[src/rtl/bram_arbiter_pkg.sv]
// Shared widths, FSM encoding and helpers for the BRAM arbiter and its memory.
package bram_arbiter_pkg;

   localparam int unsigned DW   = 16;
   localparam int unsigned AW   = 10;
   localparam int unsigned NREQ = 3;
   localparam int unsigned IW   = $clog2(NREQ);

   typedef enum logic {
      ST_ARB   = 1'b0,
      ST_CLEAR = 1'b1
   } state_t;

   // Next requester index in round-robin order, wrapping at NREQ-1.
   function automatic logic [IW-1:0] rr_next(input logic [IW-1:0] idx);
      return (idx == IW'(NREQ - 1)) ? '0 : idx + IW'(1);
   endfunction

endpackage

[src/rtl/bram_arbiter_if.sv]
// Requester, clear-control and BRAM-port signals of the arbiter.
interface bram_arbiter_if;
   import bram_arbiter_pkg::*;

   logic [NREQ-1:0]    req;
   logic [NREQ-1:0]    we;
   logic [NREQ*AW-1:0] addr;
   logic [NREQ*DW-1:0] wdata;
   logic [NREQ-1:0]    gnt;
   logic [NREQ-1:0]    rvalid;
   logic [DW-1:0]      rdata;
   logic               clear_start;
   logic               clear_busy;
   logic               clear_done;
   logic [AW-1:0]      mem_addr;
   logic [DW-1:0]      mem_data;
   logic               mem_we;
   logic [DW-1:0]      mem_q;

   // Arbiter side.
   modport slave (
      input  req, we, addr, wdata, clear_start, mem_q,
      output gnt, rvalid, rdata, clear_busy, clear_done, mem_addr, mem_data, mem_we
   );

   // Requester / memory side.
   modport master (
      output req, we, addr, wdata, clear_start, mem_q,
      input  gnt, rvalid, rdata, clear_busy, clear_done, mem_addr, mem_data, mem_we
   );

endinterface

[src/rtl/bram_arbiter_rr_arbiter.sv]
// Round-robin selector: search starts one past the last granted requester.
module rr_arbiter
   import bram_arbiter_pkg::*;
(
   input  logic [NREQ-1:0] req,
   input  logic [IW-1:0]   last,
   output logic [NREQ-1:0] gnt,
   output logic [IW-1:0]   idx,
   output logic            valid
);

   // Walk (last+1), (last+2), last; the first active request wins.
   always_comb begin
      logic [IW-1:0] cand;
      gnt   = '0;
      idx   = '0;
      valid = 1'b0;
      cand  = last;
      for (int unsigned k = 0; k < NREQ; k++) begin
         cand = rr_next(cand);
         if (!valid && req[cand]) begin
            valid     = 1'b1;
            idx       = cand;
            gnt[cand] = 1'b1;
         end
      end
   end

endmodule

[src/rtl/bram_arbiter.sv]
// Three-way round-robin BRAM port arbiter with a whole-memory zero-fill mode.
module bram_arbiter
   import bram_arbiter_pkg::*;
(
   input  logic          clk,
   input  logic          reset,
   bram_arbiter_if.slave bus
);

   localparam logic [AW-1:0] CNT_LAST = '1;

   state_t          state, state_next;
   logic [IW-1:0]   last;
   logic [AW-1:0]   cnt, cnt_next;
   logic [NREQ-1:0] rvalid_q, rvalid_next;
   logic            busy_q, busy_next;
   logic            done_q, done_next;

   logic [NREQ-1:0] rr_gnt;
   logic [IW-1:0]   rr_idx;
   logic            rr_valid;

   logic [NREQ-1:0] gnt_c;
   logic [AW-1:0]   mem_addr_c;
   logic [DW-1:0]   mem_data_c;
   logic            mem_we_c;

   rr_arbiter u_rr (
      .req   (bus.req),
      .last  (last),
      .gnt   (rr_gnt),
      .idx   (rr_idx),
      .valid (rr_valid)
   );

   // State, round-robin pointer, clear counter and registered status outputs.
   always_ff @(posedge clk or posedge reset) begin
      if (reset) begin
         state    <= ST_ARB;
         last     <= IW'(NREQ - 1);
         cnt      <= '0;
         rvalid_q <= '0;
         busy_q   <= 1'b0;
         done_q   <= 1'b0;
      end else begin
         state    <= state_next;
         cnt      <= cnt_next;
         rvalid_q <= rvalid_next;
         busy_q   <= busy_next;
         done_q   <= done_next;
         if (|gnt_c) begin
            last <= rr_idx;
         end
      end
   end

   // Next state, BRAM port mux and next values of the registered outputs.
   always_comb begin
      state_next = state;
      cnt_next   = cnt;
      gnt_c      = '0;
      mem_addr_c = '0;
      mem_data_c = '0;
      mem_we_c   = 1'b0;
      done_next  = 1'b0;
      case (state)
         ST_ARB: begin
            gnt_c      = rr_gnt;
            mem_addr_c = bus.addr[32'(rr_idx) * AW +: AW];
            mem_data_c = bus.wdata[32'(rr_idx) * DW +: DW];
            mem_we_c   = rr_valid & bus.we[rr_idx];
            if (bus.clear_start) begin
               state_next = ST_CLEAR;
               cnt_next   = '0;
            end
         end
         ST_CLEAR: begin
            mem_addr_c = cnt;
            mem_we_c   = 1'b1;
            cnt_next   = cnt + AW'(1);
            if (cnt == CNT_LAST) begin
               state_next = ST_ARB;
               done_next  = 1'b1;
            end
         end
         default: state_next = ST_ARB;
      endcase
      // A read granted this cycle returns next cycle, even if CLEAR starts.
      rvalid_next = gnt_c & ~bus.we;
      busy_next   = (state_next == ST_CLEAR);
   end

   assign bus.gnt        = gnt_c;
   assign bus.mem_addr   = mem_addr_c;
   assign bus.mem_data   = mem_data_c;
   assign bus.mem_we     = mem_we_c;
   assign bus.rvalid     = rvalid_q;
   assign bus.rdata      = bus.mem_q;
   assign bus.clear_busy = busy_q;
   assign bus.clear_done = done_q;

endmodule

[src/flat_wrapper.sv]
// flat-port wrapper written by rule: the top's interface ports become plain ports
module bram_arbiter_flat import bram_arbiter_pkg::*;
  (clk, reset, bus_req, bus_we, bus_addr, bus_wdata, bus_clear_start, bus_mem_q, bus_gnt, bus_rvalid, bus_rdata, bus_clear_busy, bus_clear_done, bus_mem_addr, bus_mem_data, bus_mem_we);
  bram_arbiter_if bus_i ();
  input  logic clk;
  input  logic reset;
  input wire logic [$bits(bus_i.req)-1:0] bus_req;
  input wire logic [$bits(bus_i.we)-1:0] bus_we;
  input wire logic [$bits(bus_i.addr)-1:0] bus_addr;
  input wire logic [$bits(bus_i.wdata)-1:0] bus_wdata;
  input wire logic [$bits(bus_i.clear_start)-1:0] bus_clear_start;
  input wire logic [$bits(bus_i.mem_q)-1:0] bus_mem_q;
  output wire logic [$bits(bus_i.gnt)-1:0] bus_gnt;
  output wire logic [$bits(bus_i.rvalid)-1:0] bus_rvalid;
  output wire logic [$bits(bus_i.rdata)-1:0] bus_rdata;
  output wire logic [$bits(bus_i.clear_busy)-1:0] bus_clear_busy;
  output wire logic [$bits(bus_i.clear_done)-1:0] bus_clear_done;
  output wire logic [$bits(bus_i.mem_addr)-1:0] bus_mem_addr;
  output wire logic [$bits(bus_i.mem_data)-1:0] bus_mem_data;
  output wire logic [$bits(bus_i.mem_we)-1:0] bus_mem_we;
  assign bus_i.req = bus_req;
  assign bus_i.we = bus_we;
  assign bus_i.addr = bus_addr;
  assign bus_i.wdata = bus_wdata;
  assign bus_i.clear_start = bus_clear_start;
  assign bus_i.mem_q = bus_mem_q;
  assign bus_gnt = bus_i.gnt;
  assign bus_rvalid = bus_i.rvalid;
  assign bus_rdata = bus_i.rdata;
  assign bus_clear_busy = bus_i.clear_busy;
  assign bus_clear_done = bus_i.clear_done;
  assign bus_mem_addr = bus_i.mem_addr;
  assign bus_mem_data = bus_i.mem_data;
  assign bus_mem_we = bus_i.mem_we;
  bram_arbiter u_core (.clk(clk), .reset(reset), .bus(bus_i));
endmodule
[config.mk]
export PLATFORM = sky130hd
export DESIGN_NAME = bram_arbiter_flat
export DESIGN_NICKNAME = d
export VERILOG_FILES = /design/src/rtl/bram_arbiter_pkg.sv /design/src/rtl/bram_arbiter_if.sv /design/src/rtl/bram_arbiter_rr_arbiter.sv /design/src/rtl/bram_arbiter.sv /design/src/flat_wrapper.sv
export SDC_FILE = /design/constraint.sdc
export NUM_CORES = 1
export LEC_CHECK = 0
export ABC_AREA = 0
export CAP_MARGIN = 20
export CORE_MARGIN = 4
export CORE_UTILIZATION = 29
export DETAILED_ROUTE_END_ITERATION = 8
export PLACE_DENSITY = 0.83
export SYNTH_ARGS = -nofsm -noshare
export SYNTH_HDL_FRONTEND = slang
export SYNTH_HIERARCHICAL = 1
export SYNTH_SLANG_ARGS = --single-unit
export TNS_END_PERCENT = 30
[constraint.sdc]
create_clock -name clk -period 1.97 [get_ports clk]
set_input_delay 0.2955 -clock clk [delete_from_list [all_inputs] [get_ports clk]]
set_output_delay 0.2955 -clock clk [all_outputs]
set_load 0.05 [all_outputs]
==> results of run 1 <==
==> registers in the layout, summed over array words and instances (netlist names) <==
| name | cells |
|---|---|
| u_core/bus.clear_done | 1 |
| u_core/bus.rvalid | 3 |
| u_core/last | 2 |
| u_core/cnt | 10 |
| u_core/bus.clear_busy | 1 |
==> Yosys cell counts (3+ instances only) <==
master / instances
o21ai_0: 3
or2_1: 15
a21oi_2: 6
o2bb2ai_1: 10
mux2i_1: 28
dfrtp_1: 16
nand2_1: 23
a21oi_1: 11
a21o_1: 3
buf_2: 8
buf_4: 17
mux2_2: 11
nor2b_1: 9
nand2b_1: 4
nor2_1: 5
==> through the flow <==
stage,power (mW),std cells
detailed placement,2.39,393
global placement,2.35,393
CTS,2.82,401
global route,3.02,403
finish,2.87,403
floorplan,1.66,205
==> cells by family after synthesis <==
group | synth area share
compound gates | 0.195
xor+xnor | 0.00970
fa+ha+maj | 0.00692
buf+inv | 0.123
flops | 0.236
mux | 0.224
simple gates | 0.206
==> cell type report <==
type	count	area, µm²	share of cell area
Sequential cell	17	430	0.112
Multi-Input combinational cell	157	1490	0.387
Clock buffer	4	45.0	0.0117
Tap cell	75	93.8	0.0244
Timing Repair Buffer	148	1780	0.463
Inverter	2	7.51	0.00195
==> worst max-delay path by stage <==
stage / startpoint / to / slack [ps] / cells after the start
floorplan: u_core/last[1] / bus_mem_addr[0] / -180 / 7
global placement: bus_req[1] / bus_mem_data[4] / -500 / 8
detailed placement: bus_req[1] / bus_mem_data[5] / -530 / 8
CTS: u_core/last[1] / bus_mem_data[5] / -440 / 8
global route: u_core/last[1] / bus_mem_data[5] / -510 / 8
finish: u_core/last[1] / bus_mem_addr[1] / -410 / 8
==> worst max-delay path, stage by stage, from the launching register on <==
cell and delay [ps]:
dfstp_2 560, nor2b_4 50, buf_6 110, o32ai_4 210, buf_4 170, buf_12 160
o2bb2ai_1 110, mux2_2 300, buf_12 150
==> report_power, final <==
part	switching (mW)	internal, mW
Clock	0.116	0.143
Combinational	0.968	1.04
Sequential	0.147	0.455
Total	1.23	1.64
==> metal layers <==
metal / up-vias / track usage
met2: 108 / 0.307
met4: 0 / 0.0581
met5: - / 0
met3: 16 / 0.0369
met1: 987 / 0.228
li1: 973 / -
==> layout by cell type, fill, tap and decap left out, types with 4 or more instances in the layout <==
cell and count:
nand2_1 22, mux2_4 8, mux2i_1 24, buf_6 8, buf_4 17, clkdlybuf4s50_1 87
o2bb2ai_2 7, a21oi_4 16, or2_1 12, nand2b_1 4, nor2b_1 7, dfrtp_1 15
buf_12 32
==> repair_timing <==
item | 4_1_cts | 5_1_grt
setup buffers | 3 | 2
hold buffers | 0 | 0
cloned | 1 | 0
pin swaps | 8 | 2
endpoints found under the setup margin | 30 | 32
resized for setup | 35 | 12
==> flow_summary.ini, run 1 <==
[status]
outcome = finished with violations
violations = setup timing

[die]
initial_core_util = 0.302
die_area_um2 = 7560
fp.dieH_um = 86.9
die_w_um = 86.9
rows = 28
core_um2 = 5990
pin_count = 154

[layout]
fillers = 467
syn_to_final_growth_pct = 113
finish.utilization = 0.643
diodes = 0
final_cell_area_um2 = 3850
layout-drive-gt1-share = 0.357
layout.nets = 433

[critical_path]
end_kind = primary output
crit_path_max_fanout = 22
cp_data_required_time_ps = 1670
critPathKind = reg2out
r2r_end = u_core/last[0]
setup.worst_path.start_class = flip-flop
worstPathArrival_ps = 2090
r2r-start = u_core/last[1]
rrSetupSlack_ps = -60
rr_worst_depth = 8

[placed_design]
port_buffers = 121
dp.final_hpwl_mm = 5.49
dp_slack_ps = -526
routabilityCongestion = 0.828
dpl_cell_area_um2 = 3550

[logic_synthesis]
synth_top_area_cell = dfrtp_1
synth_edf_count = 0
ys_warn_count = 6
synth_nets = 309
ys_types = 40
netlist_instances = 205
synth_flop_cell = dfrtp_1
postSynthAreaPerCell_um2 = 8.81
synth_seq_cells = 17
yosysSeqAreaShare = 0.236
synthesis.area_um2 = 1810
synth_top_area_frac = 0.222
synth.area.top_cells = dfrtp_1, mux2i_1, buf_4, mux2_2, or2_1
synthArstFlopShare = 1.00

[route]
wl_per_cell_um = 17.9
first_iter_violations = 45
vias = 2084
drc = 0
ant_nets = 0
routed.top_layer = met4
wirelength_mm = 7.20
drt-vias-per-instance = 5.17
wl_met1_mm = 2.94
wl_met3_um = 656
firstDrtPassIters = 4
route.met2.wl_mm = 3.44

[global_routing]
grt.overflow.total = 0
grt_usage = 0.181
grt_pass1_wl_mm = 10.9
antenna_found_initial = 0
grt_start_max_net_pins = 25
grt_pass1_vias = 2207

[timing]
holdWs_ps = 439
setup_slack_ps = -412
fmax_mhz = 420
hold_viol = 0
slew_violations = 0
rsz0062_at_grt = yes
fin_setup_tns_ps = -10480
fin_worst_skew_ps = 2.58
tightest_slew_ps = 669
finalSetupViolCount = 31
min_period_over_period = 1.21
period_minus_slack_ps = 2380
relSlewSlack = 0.554

[clock_network]
cts_inserted_buffers = 3
insertion_delay_ps = 250
cts_root_buffer = clkbuf_8
cts_tree = yes
clkSlewWorstSetupHoldPaths_ps = 70
clock_sinks = 17
h-tree-depth = 1
clockBufferDepth = 2

[power_and_ir_drop]
powerDensity_nw_per_um2 = 746
power_leakage_nw = 1.50
irDropWorstVdd_mv = 0.772

[flow_run]
maxCapViolations = 0

[min_path]
min-delay-path-class = in2async
No activity file was read; power rests on OpenSTA's default activity.
==> run 2, diff against run 1 <==
- CORE_MARGIN: 4 -> default
- SKIP_CTS_REPAIR_TIMING: default -> 1
- SLEW_MARGIN: default -> 20
==> flow_summary.ini, run 2 (synthesis gave the netlist of run 1 again) <==
[status]
outcome = finished with violations
violations = setup timing

[global_routing]
grt.overflow.total = 0
antenna_found_initial = 0
grt_pass1_wl_mm = 9.20
grt_pass1_vias = 1860
grt_start_max_net_pins = 24
grt_usage = 0.181

[route]
firstDrtPassIters = 4
ant_nets = 0
wirelength_mm = 6.77
drt-vias-per-instance = 5.03
first_iter_violations = 63
vias = 2032
wl_per_cell_um = 16.8
drc = 0

[clock_network]
clockBufferDepth = 2
cts_root_buffer = clkbuf_8
cts_tree = yes
h-tree-depth = 1
clock_sinks = 17
cts_inserted_buffers = 3
insertion_delay_ps = 260
clkSlewWorstSetupHoldPaths_ps = 80

[placed_design]
placed_cells = 388
dp.final_hpwl_mm = 5.07
dpl_cell_area_um2 = 3540
port_buffers = 121
routabilityCongestion = 0.848

[critical_path]
setup.worst_path.start_class = input port
worstPathArrival_ps = 2140
critPathKind = in2out
cpMaxStageDelayCell = clkdlybuf4s50_1
end_kind = primary output
critPathMaxStageDelay_ps = 470
rr_worst_depth = 6
crit_cells = 8
worst-path-buf-inv = 4
crit_path_max_fanout = 8
crit_chain = clkdlybuf4s50_1, buf_4, o32ai_4, nor2b_4, buf_6, nand2_1, a21oi_4, buf_12
cp_data_required_time_ps = 1670
critPathTopFamily = buffers and inverters

[layout]
final_common_cell = clkdlybuf4s50_1
final_cell_area_um2 = 3900
stdcell_count = 404
syn_to_final_growth_pct = 116
layout.nets = 434
layout_common_cells = clkdlybuf4s50_1, buf_12, mux2i_1
diodes = 0
finish.utilization = 0.655
regMostFlops = u_core/cnt
layout-drive-gt1-share = 0.353
largest_reg_flops = 10

[die]
rows = 28
initial_core_util = 0.303
die_w_um = 80.9
pin_count = 154
fp.dieH_um = 80.9
die_area_um2 = 6550
core_um2 = 5960

[power_and_ir_drop]
irDropWorstVdd_mv = 0.497
powerDensity_nw_per_um2 = 737
power_leakage_nw = 1.53
power.total_mw = 2.88

[timing]
rsz0062_at_grt = yes
slew_violations = 0
period_minus_slack_ps = 2440
min_period_over_period = 1.24
setup_slack_ps = -468
fmax_mhz = 410
relSlewSlack = 0.570
tightest_slew_ps = 644
hold_viol = 0
fin_worst_skew_ps = 10.8
finalSetupViolCount = 27

[flow_run]
maxCapViolations = 0

[min_path]
min-delay-path-class = in2async
==> run 2: cell count changes in the layout (fill, tap and decap cells not counted), moves of 2 or more <==
cell	before	now
mux2i_1	24	27
dlygate4sd2_1	3	0
o2bb2ai_4	0	2
o2bb2ai_2	7	5
dlymetal6s2s_1	0	2
buf_12	32	34
mux2i_2	2	0
or2_4	3	0
or2_1	12	15
==> run 2: metal layers <==
| layer | track usage | share of wire | vias to the layer above |
|---|---|---|---|
| met5 | 0 | 0 | - |
| met3 | 0.0382 | 0.081 | 14 |
| met2 | 0.327 | 0.51 | 92 |
| met1 | 0.213 | 0.39 | 954 |
| li1 | - | - | 972 |
| met4 | 0.0518 | 0.022 | 0 |
==> run 2: where the power goes <==
part           switching (mW)  total (mW)  internal, mW
combinational           0.956        2.01          1.05
sequential              0.145       0.599         0.454
clock                   0.128       0.271         0.142
==> run 2: path summary, 6_finish.rpt <==
check	slack, ps	endpoint	from
max	-470	bus_mem_data[4]	bus_req[0]
min	420	u_core/cnt[0]	reset
max reg2reg	270	u_core/last[0]	u_core/last[1]
min reg2reg	510	u_core/last[0]	u_core/last[0]
max in group asynchronous	1070	u_core/bus.clear_busy	reset
min in group clk	510	u_core/last[0]	u_core/last[0]
==> run 2: layout make-up <==
| cell class | instances | area [µm²] |
|---|---|---|
| timing repair buffer | 149 | 1820 |
| multi-input combinational | 157 | 1500 |
| sequential | 17 | 430 |
| inverter | 2 | 7.51 |
| tap | 75 | 93.8 |
| clock inverter | 1 | 7.51 |
| clock buffer | 3 | 41.3 |
| fill | 442 | 2050 |
==> run 2: through the flow <==
step / TNS [ps] / setup WS, ps / hold slack [ps]
6_report: -11530 / -468 / 420
5_1_grt: -13710 / -540 / 483
2_1_floorplan: -3550 / -177 / 221
3_3_place_gp: -11620 / -465 / 494
4_1_cts: -12720 / -530 / 462
3_5_place_dp: -12750 / -529 / 498
